===== config.mk =====
export PLATFORM = sky130hd
export DESIGN_NAME = param_reg_file
export DESIGN_NICKNAME = d
export VERILOG_FILES = /design/src/rtl/reg_file_pkg.sv /design/src/rtl/reg_entry.sv /design/src/rtl/param_reg_file.sv
export SDC_FILE = /design/constraint.sdc
export NUM_CORES = 1
export LEC_CHECK = 0
export BUFFER_PORTS_ARGS = -buffer_cell sky130_fd_sc_hd__buf_2
export CORE_ASPECT_RATIO = 0.75
export CORE_MARGIN = 2
export CORE_UTILIZATION = 34
export CTS_BUF_LIST = sky130_fd_sc_hd__clkbuf_4 sky130_fd_sc_hd__clkbuf_8
export CTS_CLUSTER_SIZE = 25
export DETAILED_ROUTE_END_ITERATION = 12
export SLEW_MARGIN = 10
export SYNTH_ARGS = -nofsm -noshare
export SYNTH_HDL_FRONTEND = slang
export SYNTH_HIERARCHICAL = 1
export SYNTH_SLANG_ARGS = --single-unit

===== constraint.sdc =====
create_clock -name clk -period 3.8 [get_ports clk]
set_clock_uncertainty 0.2 [all_clocks]
set_input_delay 0.19 -clock clk [delete_from_list [all_inputs] [get_ports clk]]
set_output_delay 0.19 -clock clk [all_outputs]
set_load 0.05 [all_outputs]

===== src/rtl/reg_file_pkg.sv =====
// Shared constants and helpers for the parameterised register file.
// Latency: n/a (compile-time definitions only).
// Backpressure: n/a.
package reg_file_pkg;

  localparam int DEF_WIDTH = 16;
  localparam int DEF_DEPTH = 8;

  // Address width needed to index 'depth' entries; a depth below 2 still gets one bit.
  function automatic int addr_w_f(input int depth);
    return (depth < 2) ? 1 : $clog2(depth);
  endfunction

endpackage


===== src/rtl/reg_entry.sv =====
// One register-file entry: a data word plus its valid bit.
// Latency: write/clear take effect at the next rising edge.
// Backpressure: none, every write/clear is accepted immediately.
module reg_entry
  import reg_file_pkg::*;
#(
  parameter int WIDTH = DEF_WIDTH
) (
  input  logic             clk,
  input  logic             reset_n,
  input  logic             wr_en_i,
  input  logic             clr_i,
  input  logic [WIDTH-1:0] wr_dat_i,
  output logic [WIDTH-1:0] dat_o,
  output logic             vld_o
);

  logic [WIDTH-1:0] dat_q;
  logic             vld_q;
  logic             vld_d;

  // Valid bit next state: clear wins over a same-cycle write.
  always_comb begin
    vld_d = vld_q;
    if (clr_i)        vld_d = 1'b0;
    else if (wr_en_i) vld_d = 1'b1;
  end

  // Valid bit register; only this bit needs reset since invalid words are never shown.
  always_ff @(posedge clk) begin
    if (!reset_n) vld_q <= 1'b0;
    else          vld_q <= vld_d;
  end

  // Storage word; a write is dropped when reset or clear is active the same cycle.
  always_ff @(posedge clk) begin
    if (reset_n && wr_en_i && !clr_i) dat_q <= wr_dat_i;
  end

  assign dat_o = dat_q;
  assign vld_o = vld_q;

endmodule


===== src/rtl/param_reg_file.sv =====
// Register file with per-entry valid bits, write-first bypass, bulk clear and valid counter.
// Latency: read data/valid/error registered, 1 cycle after read_enable.
// Backpressure: none, reads and writes are accepted every cycle.
module param_reg_file
  import reg_file_pkg::*;
#(
  parameter int WIDTH  = DEF_WIDTH,
  parameter int DEPTH  = DEF_DEPTH,
  parameter int ADDR_W = addr_w_f(DEPTH)
) (
  input  logic              clk,
  input  logic              reset_n,
  input  logic              write_enable,
  input  logic [ADDR_W-1:0] write_addr,
  input  logic [WIDTH-1:0]  data_in,
  input  logic              read_enable,
  input  logic [ADDR_W-1:0] read_addr,
  input  logic              clear,
  output logic [WIDTH-1:0]  data_out,
  output logic              read_valid,
  output logic              read_error,
  output logic [ADDR_W:0]   valid_count
);

  localparam logic [ADDR_W:0] DEPTH_W = (ADDR_W+1)'(DEPTH);

  logic [WIDTH-1:0] word [DEPTH];
  logic [DEPTH-1:0] vld;
  logic [DEPTH-1:0] wr_sel;

  logic             wr_in_range;
  logic             wr_acc;
  logic             bypass;
  logic [WIDTH-1:0] rd_word;
  logic             rd_vld;
  logic             wr_tgt_vld;

  logic [WIDTH-1:0] dout_q, dout_d;
  logic             rv_q, rv_d;
  logic             rerr_q, rerr_d;
  logic [ADDR_W:0]  cnt_q, cnt_d;

  assign wr_in_range = {1'b0, write_addr} < DEPTH_W;
  assign wr_acc      = write_enable && wr_in_range && !clear;
  assign bypass      = write_enable && wr_in_range && (read_addr == write_addr);

  for (genvar g = 0; g < DEPTH; g++) begin : g_entry
    assign wr_sel[g] = wr_acc && (write_addr == ADDR_W'(g));
    reg_entry #(.WIDTH(WIDTH)) u_entry (
      .clk      (clk),
      .reset_n  (reset_n),
      .wr_en_i  (wr_sel[g]),
      .clr_i    (clear),
      .wr_dat_i (data_in),
      .dat_o    (word[g]),
      .vld_o    (vld[g])
    );
  end

  // Read mux and write-target valid lookup; out-of-range addresses match nothing and read as invalid.
  always_comb begin
    rd_word    = '0;
    rd_vld     = 1'b0;
    wr_tgt_vld = 1'b0;
    for (int i = 0; i < DEPTH; i++) begin
      if (read_addr == ADDR_W'(i)) begin
        rd_word = word[i];
        rd_vld  = vld[i];
      end
      if (write_addr == ADDR_W'(i)) wr_tgt_vld = vld[i];
    end
  end

  // Read response and valid counter next state; bypass applies even when the write is cleared away.
  always_comb begin
    dout_d = dout_q;
    rerr_d = rerr_q;
    rv_d   = 1'b0;
    cnt_d  = cnt_q;
    if (read_enable) begin
      rv_d = 1'b1;
      if (bypass) begin
        dout_d = data_in;
        rerr_d = 1'b0;
      end else if (rd_vld) begin
        dout_d = rd_word;
        rerr_d = 1'b0;
      end else begin
        dout_d = '0;
        rerr_d = 1'b1;
      end
    end
    if (clear)                     cnt_d = '0;
    else if (wr_acc && !wr_tgt_vld) cnt_d = cnt_q + 1'b1;
  end

  // Output and counter registers; reset overrides any in-flight read.
  always_ff @(posedge clk) begin
    if (!reset_n) begin
      dout_q <= '0;
      rv_q   <= 1'b0;
      rerr_q <= 1'b0;
      cnt_q  <= '0;
    end else begin
      dout_q <= dout_d;
      rv_q   <= rv_d;
      rerr_q <= rerr_d;
      cnt_q  <= cnt_d;
    end
  end

  assign data_out    = dout_q;
  assign read_valid  = rv_q;
  assign read_error  = rerr_q;
  assign valid_count = cnt_q;

endmodule


# ---- After elaboration in Yosys (flattened, before gate mapping)
# Index checks and enable logic that the tools add are counted.
dict set report classes {
  n_mux 29
  n_reduce_logical 32
  n_addsub 1
  bitwise_logic 1
  n_eq_ne 15
}
# operator n
set op_table {}
lappend op_table {{16-bit two-way mux} 10}
lappend op_table {{1-bit logical AND} 27}
lappend op_table {{3-bit equality test (second input constant)} 8}
lappend op_table {{1-bit two-way mux} 19}
lappend op_table {{3-bit by 2-bit equality test with 1-bit output (second input constant)} 4}
lappend op_table {{3-bit by 1-bit equality test with 1-bit output (second input constant)} 2}
lappend op_table {{3-bit logical NOT} 2}
lappend op_table {{4-bit by 1-bit adder with 4-bit output (second input constant)} 1}
lappend op_table {{3-bit equality test} 1}
lappend op_table {{1-bit logical NOT} 2}
lappend op_table {{2-bit OR reduction} 1}
lappend op_table {{1-bit NOT} 1}
dict set report word_totals {
  in_bits 27
  reg_bits 158
  wordCells 98
  output_inout_bits 22
}

# ---- Logic depth before layout (Yosys ltp)
# Gate-level depths: netlist (run 1).
dict set report depth {
  depth_word 11
  ltp_mapped 8
  ltp_nobuf 5
}

# ---- Cells and area by module
# The synthesis (run 1) kept the hierarchy.
# module cells_per_inst area_each_um2 seq_area_each_um2 n_inst
set modules_own_cells {}
lappend modules_own_cells {reg_entry 20 525.5 500.5 8}
lappend modules_own_cells {param_reg_file 237 2274.7 440.4 1}

# ---- Least setup slack after synthesis (run 1)
# OpenSTA, ideal clock, no wires.
dict set report synth_path {
  path_type {input-to-reg}
  startpoint {input port read_addr[1]}
  endpoint {register dout_q[2], in the netlist data_out[2]}
  path_buffers 2
  arrival_time_ns 1.528
  setup_ns 0.116
  path_stages 7
  path_slack_ns 1.955
  path_cell_list {buf_2 -> mux2_1 -> or3_1 -> nand4_2 -> buf_4 -> o211ai_1 -> o211a_1}
}
dict set report synth_between {
  elab_chain_len 11
}
# element line_no
set synth_rtl {}
lappend synth_rtl {{start, declared} param_reg_file.sv:17} ;# input logic [ADDR_W-1:0] read_addr,
lappend synth_rtl {{3-bit logical NOT} param_reg_file.sv:66} ;# if (read_addr == ADDR_W'(i)) begin
lappend synth_rtl {{16-bit two-way mux or 1-bit two-way mux (tied branches) (8 in a row)} param_reg_file.sv:66}
lappend synth_rtl {{16-bit two-way mux} param_reg_file.sv:85} ;# end else if (rd_vld) begin
lappend synth_rtl {{16-bit two-way mux *} param_reg_file.sv:82} ;# if (bypass) begin
lappend synth_rtl {{end signal, assigned} param_reg_file.sv:105} ;# dout_q <= dout_d;
lappend synth_rtl {{end, declared} param_reg_file.sv:38} ;# logic [WIDTH-1:0] dout_q, dout_d;
# Every way passes the cells marked *; elsewhere a longest branch is shown, timed or not.
# A chain may end at the register's enable or synchronous reset.

# ---- Worst setup path in the final report (run 1)
dict set report layout_path {
  startpoint {input port clear}
  endpoint {register g_entry[0].u_entry.dat_q[2] (enable)}
}
dict set report layout_between {
  elab_chain_len 5
}
# element line_no
set layout_rtl {}
lappend layout_rtl {{start, declared} param_reg_file.sv:18} ;# input logic clear,
lappend layout_rtl {{1-bit logical NOT} param_reg_file.sv:44} ;# assign wr_acc = write_enable && wr_in_range && !clear;
lappend layout_rtl {{1-bit logical AND} param_reg_file.sv:44}
lappend layout_rtl {{1-bit logical AND} param_reg_file.sv:48} ;# assign wr_sel[g] = wr_acc && (write_addr == ADDR_W'(g));
lappend layout_rtl {{net wr_sel[0]} param_reg_file.sv:29} ;# logic [DEPTH-1:0] wr_sel;
lappend layout_rtl {{1-bit logical AND (2 in a row)} reg_entry.sv:37} ;# if (reset_n && wr_en_i && !clr_i) dat_q <= wr_dat_i;
lappend layout_rtl {{end signal, assigned} reg_entry.sv:37}
lappend layout_rtl {{end, declared} reg_entry.sv:18} ;# logic [WIDTH-1:0] dat_q;
# The timed path passes the listed nets, and every way through them passes these cells.

==> results.txt, run 1 <==
Status - finished, final reports clean
Yosys reg bits - 158
Post-DP HPWL - 8200 um
Layout cells sized above 1 - 0.253
Wire per inst - 18.7 um
Min Tclk post-route - 2.58 ns
Synthesis-to-finish area growth - 16.0%
FILL cells - 1734
Global Route Usage Sum - 0.142
Setup Total Neg Slack - 0 ns
GP Congestion - 0.818
Clk pin slew, worst setup/hold paths - 0.08 ns
Worst Path Class, Setup - in -> reg
R2r startpoint - g_entry[2].u_entry/vld_o$_SDFFE_PP0P_
Register area share after synthesis - 0.686
DP Worst Slack - 1.26 ns
Final nets - 489
CP cell instances - dlygate4sd3_1, buf_2, nor2b_1, nand2b_1, nor3_1, and3b_1
Clock Tree Root - clkbuf_8
FFs w/ async S/R, synth - 0
Crit path launch - clear
Synthesized net count - 425
Min-Delay Path Depth - 4
Hold path start - write_addr[0]
Vias - 3662
Mean post-synth cell area - 16.3 um^2
Horiz. Die Dim - 163 um
Initial antenna violation count - 0
Worst-path maximum fanout - 19
Synthesized area - 0.00648 mm^2
Crit path largest cell delay - 0.83 ns
Setup Buffers After CTS - 0
Layout Utilization - 0.405
R2R depth - 5
Core area - 0.0186 mm^2
Max Freq - 0.388 GHz
Pwr Density - 462 mW/mm^2
Final setup vio count - 0
Initial core utilization - 0.349
Post-route ant nets - 0
Cells after DPL - 672
Antenna Diode Count - 0
Cell variety after synth - 47
CP Capture Type - register
Slew HR - 0.303
Crit path required time - 3.66 ns
Chip height - 124 um
Non-Filler Instances - 721
Unrepaired setup endpoints after global routing - no
CTS tree - built
1st-iter DRT viols - 208
Worst-Margin Slew - 1.04 ns
Final setup margin - 1.22 ns
Vias in the first global route - 3692
Num Clock Sinks - 158
Worst-case clock buffer depth - 2
Final period util - 0.678
Final Max Tran Viols - 0
Maxcap violations - 0
I/O pins - 49
Final hold violations - 0
Primary FF master, synth - edfxtp_1
Remaining routing DRC violations - 0
Num CTS Buffers - 17
Clock latency at the later pin of the worst-skew pair - 0.44 ns
Yosys warning count - 6
Final WL - 13500 um
Hold/Removal Path Class - in -> reg
Overflow after GRT - 0
First-pass GRT wire length - 21000 um
PortBufs - 48
CP arrival - 2.43 ns
Slowest cell on crit path - and3b_1
Htree depth - 4
Crit path launch type - input pin
Via density - 5.08
EDFF count, synth - 128
Initial DRT Pass Iterations - 5
Gate Count Post-Synth - 397
Die area - 0.0202 mm^2
Largest net degree at the start of global routing - 37
VDD IR-drop max - 194 uV
Leakage - 2.64 nW
Site Rows - 43
==> layer usage <==
layer / GRT usage / wire length, um / vias to the layer above
met5: 0 / 0 / -
met4: 0.0409 / 184 / 0
met3: 0.0372 / 687 / 20
met2: 0.228 / 6370 / 84
met1: 0.191 / 6270 / 1850
li1: - / - / 1708
==> through the flow <==
step                      total power [W]  hold slack (ns)  area, um^2
after floorplan                   0.00212           0.0595        6480
after global placement            0.00219            0.260        6930
after detailed placement          0.00220            0.270        6930
after CTS                         0.00351           0.0138        7520
after global routing              0.00360           0.0442        7520
final                             0.00347           0.0397        7520
==> cells in the final DEF, fill, tap and decap left out, types with 2 or more instances in the layout <==
| cell | instances |
|---|---|
| mux2i_1 | 22 |
| edfxtp_1 | 128 |
| a21oi_1 | 9 |
| dlygate4sd3_1 | 17 |
| clkinv_2 | 6 |
| bufinv_16 | 4 |
| clkbuf_8 | 17 |
| mux4_2 | 25 |
| xnor2_1 | 3 |
| nor3b_2 | 8 |
| buf_2 | 48 |
| and3b_1 | 8 |
| a211oi_1 | 4 |
| a21o_1 | 2 |
| o211ai_1 | 16 |
| o211a_1 | 12 |
| a211o_1 | 2 |
| nor3b_1 | 3 |
| a31oi_1 | 6 |
| o22ai_1 | 2 |
| buf_4 | 5 |
| o21ai_0 | 8 |
| nand2b_1 | 5 |
| o31ai_1 | 2 |
| and3_1 | 2 |
| clkinv_1 | 2 |
| nor4bb_1 | 2 |
| nand2_1 | 25 |
| nor3_1 | 4 |
| dfxtp_1 | 30 |
| nand4b_1 | 2 |
| or3_1 | 5 |
| mux2_2 | 2 |
| nor2_1 | 17 |
| nor2b_1 | 3 |
==> worst paths after layout <==
check                                           to  slack, ns
min reg2reg            valid_count[3]$_SDFFE_PP0P_       0.28
max reg2reg              data_out[11]$_SDFFE_PN0P_       1.68
min          g_entry[0].u_entry/vld_o$_SDFFE_PP0P_       0.04
max          g_entry[0].u_entry/dat_o[2]$_DFFE_PP_       1.22
==> synthesized netlist by cell type (3+ instances only) <==
library cell  count  area, um^2
edfxtp_1        128        3840
dfxtp_1          30         601
mux4_2           25         563
nand2_1          25        93.8
mux2i_1          22         220
nor2_1           17        63.8
o211ai_1         16         120
o211a_1          12         120
buf_2            11        55.1
a21oi_1           9        45.0
and3b_1           8        70.1
clkbuf_1          8        30.0
nor3b_2           8         100
o21ai_0           8        40.0
a31oi_1           6        37.5
buf_4             5        37.5
nand2b_1          5        31.3
or3_1             5        31.3
a211oi_1          4        30.0
nor3_1            4        20.0
nor2b_1           3        18.8
nor3b_1           3        22.5
xnor2_1           3        26.3
==> cell families (layout without fill, tap and decap cells) <==
group | Yosys count | count (layout) | synth area share
flops | 158 | 158 | 0.686
simple gates | 92 | 92 | 0.0867
compound gates | 66 | 66 | 0.0734
mux | 50 | 50 | 0.126
buf+inv | 27 | 104 | 0.0218
xor+xnor | 3 | 3 | 0.00406
fa+ha+maj | 1 | 1 | 0.00193
==> critical path: cells and delay by family <==
family,cells,cell delay (ns)
buf+inv,2,0.77
simple gates,4,1.46
==> sequential cells by signal, summed over array words and instances, names as in the netlist <==
signal	flops
data_out	16
g_entry.u_entry/dat_o	128
read_error	1
read_valid	1
g_entry.u_entry/vld_o	8
valid_count	4
==> where the power goes <==
group | total, W | switching (W) | leakage, nW | internal [W]
sequential | 0.00190 | 0.0000104 | 1.40 | 0.00189
combinational | 0.000270 | 0.000172 | 1.03 | 0.0000985
clock | 0.00130 | 0.000590 | 0.214 | 0.000712
==> what timing repair did <==
action,in CTS,in global routing
resized for setup,0,0
hold buffers,17,0
endpoints found under the setup margin,0,0
hold endpoints to repair,148,0
==> area by class of cell <==
class	count	area (um^2)	share of cell area
flip-flops and latches	158	4440	0.591
multi-input cells	212	1890	0.252
repair buffers	70	448	0.0596
well taps	247	309	0.0411
clock buffers	18	241	0.0321
clock inverters	14	174	0.0231
inverters	2	7.51	0.000999
(Power assumes the default switching activity.)
==> run 2: changes to the inputs <==
clock period = 2.1 ns   (was 3.8 ns; I/O delays follow)
==> results.txt, run 2 (same netlist as run 1, synthesis figures left out) <==
Post-DP HPWL - 8470 um (was 8200 um)
Via density - 5.04 (was 5.08)
Overflow after GRT - 0 (unchanged)
Worst Path Class, Setup - in -> reg (unchanged)
R2R setup slack - 0.24 ns (was 1.68 ns)
Die area - 0.0202 mm^2 (unchanged)
Num CTS Buffers - 17 (unchanged)
Final hold violations - 0 (unchanged)
Antenna Diode Count - 0 (unchanged)
Wire per inst - 18.7 um (about the same)
Vias in the first global route - 3874 (was 3692)
Leakage - 2.79 nW (was 2.64 nW)
Core area - 0.0186 mm^2 (unchanged)
Final Max Tran Viols - 0 (unchanged)
CTS tree - built (unchanged)
CP arrival - 2.16 ns (was 2.43 ns)
First-pass GRT wire length - 21500 um (was 21000 um)
Htree depth - 4 (unchanged)
Min-Delay Path Depth - 5 (was 4)
Min Tclk post-route - 1.99 ns
WHS Endpoint - valid_count[2]$_SDFFE_PP0P_ (was g_entry[0].u_entry/vld_o$_SDFFE_PP0P_)
Crit path launch type - input pin (unchanged)
Setup Total Neg Slack - 0 ns (unchanged)
Initial core utilization - 0.349 (unchanged)
CP cell instances - dlygate4sd3_1, clkbuf_4, mux2i_1, nor3b_1, o31a_1, or4_1, a21oi_1 (was dlygate4sd3_1, buf_2, nor2b_1, nand2b_1, nor3_1, and3b_1)
Worst-Margin Slew - 0.489 ns (was 1.04 ns)
I/O pins - 49 (unchanged)
Layout cells sized above 1 - 0.266 (was 0.253)
VDD IR-drop max - 389 uV (was 194 uV)
Most frequent cells in the layout - 128 x edfxtp_1, 47 x buf_2, 30 x dfxtp_1, 25 x nand2_1, 25 x mux4_2 (was 128 x edfxtp_1, 48 x buf_2, 30 x dfxtp_1, 25 x nand2_1, 25 x mux4_2)
Most common cell after layout, fill and taps aside - edfxtp_1 (unchanged)
Reg2reg end - valid_count[3]$_SDFFE_PP0P_ (was data_out[11]$_SDFFE_PN0P_)
Chip height - 124 um (unchanged)
R2r startpoint - g_entry[3].u_entry/vld_o$_SDFFE_PP0P_ (was g_entry[2].u_entry/vld_o$_SDFFE_PP0P_)
Unrepaired setup endpoints after global routing - no (unchanged)
Clock Tree Root - clkbuf_8 (unchanged)
1st-iter DRT viols - 273 (was 208)
Hold path start - write_enable (was write_addr[0])
Crit path required time - 2.27 ns (was 3.66 ns)
Post-Place Cell Area - 0.00720 mm^2 (was 0.00693 mm^2)
Non-Filler Instances - 744 (was 721)
Slowest cell on crit path - or4_1 (was and3b_1)
Final setup vio count - 0 (unchanged)
Initial antenna violation count - 0 (unchanged)
Vias - 3748 (was 3662)
Max Freq - 0.503 GHz
Global Route Usage Sum - 0.146 (was 0.142)
GP Congestion - 0.784 (was 0.818)
Final WL - 13900 um (was 13500 um)
Maxcap violations - 0 (unchanged)
Synthesis-to-finish area growth - 21.7% (was 16.0%)
Site Rows - 43 (unchanged)
Final period util - 0.947
Cells after DPL - 688 (was 672)
Remaining routing DRC violations - 0 (unchanged)
PortBufs - 48 (unchanged)
Hold/Removal Path Class - in -> reg (unchanged)
CP Capture Type - register (unchanged)
Crit path largest cell delay - 0.53 ns (was 0.83 ns)
Post-route ant nets - 0 (unchanged)
Worst-path maximum fanout - 10 (was 19)
Largest net degree at the start of global routing - 37 (unchanged)
Clk pin slew, worst setup/hold paths - 0.09 ns (was 0.08 ns)
Max reg flops - 128 (unchanged)
Initial DRT Pass Iterations - 4 (was 5)
Final nets - 512 (was 489)
Clock latency at the later pin of the worst-skew pair - 0.44 ns (about the same)
Setup Buffers After CTS - 0 (unchanged)
Pwr Density - 816 mW/mm^2 (was 462 mW/mm^2)
Slew HR - 0.674 (was 0.303)
Fin area - 0.00788 mm^2 (was 0.00752 mm^2)
Num Clock Sinks - 158 (unchanged)
R2R depth - 5 (unchanged)
Worst-case clock buffer depth - 2 (unchanged)
Horiz. Die Dim - 163 um (unchanged)
Status - finished, final reports clean (unchanged)
-- run 2: changes by cell type in the layout (fill, tap and decap cells not counted) --
cell / previous run / this run
buf_4: 5 / 9
dlygate4sd3_1: 17 / 24
clkinv_4: 1 / 0
inv_6: 0 / 1
bufinv_16: 4 / 5
clkinvlp_4: 1 / 2
clkinv_2: 6 / 0
buf_2: 48 / 47
clkinv_1: 2 / 6
buf_12: 0 / 12
clkbuf_4: 1 / 2
-- run 2: worst max-delay path by stage --
stage / from / endpoint / cells past startpoint
after floorplan: read_addr[1] / data_out[2]$_SDFFE_PN0P_ / 7
after global placement: read_addr[1] / data_out[10]$_SDFFE_PN0P_ / 7
after detailed placement: write_addr[1] / valid_count[3]$_SDFFE_PP0P_ / 6
after CTS: write_addr[1] / valid_count[3]$_SDFFE_PP0P_ / 7
after global routing: write_addr[1] / valid_count[3]$_SDFFE_PP0P_ / 7
final: write_addr[1] / valid_count[3]$_SDFFE_PP0P_ / 7
-- run 2: area by class of cell --
class,count,area (um^2)
multi-input combinational,212,1890
sequential,158,4440
clock buffer,18,241
clock inverter,14,196
timing repair buffer,93,791
inverter,2,7.51
tap,247,309
fill,1667,10700
-- run 2: where the power goes --
part	leakage [nW]	switching [W]	internal, W
registers	1.40	0.0000176	0.00342
logic	1.19	0.000321	0.000213
clock network	0.212	0.00106	0.00141
total	2.79	0.00140	0.00504
-- run 2: what timing repair did --
action                                 CTS  global route
setup endpoints to repair                0             1
hold buffers                            24             0
endpoints found under the hold margin  155             0
resized for setup                        0             1
-- run 2: stage by stage --
stage	utilization	power, W	setup WS (ns)	hold WS, ns
floorplan	-	0.00383	0.340	-0.0255
global placement	0.388	0.00400	0.219	0.186
detailed placement	0.388	0.00401	0.179	0.194
CTS	0.425	0.00650	0.115	0.0203
global route	0.425	0.00669	0.0128	0.0625
finish	0.425	0.00644	0.112	0.0684
-- run 2: critical path: cells and delay by family --
kind            cells  cell delay, ns
compound gates      2            0.52
buf+inv             2            0.72
simple gates        2            0.59
mux                 1            0.20
-- run 2: metal layers --
metal / up-vias / track usage / wire, um
li1: 1754 / - / -
met1: 1915 / 0.188 / 6400
met2: 74 / 0.245 / 6860
met3: 5 / 0.0416 / 586
met4: 0 / 0.0382 / 68
met5: - / 0 / 0
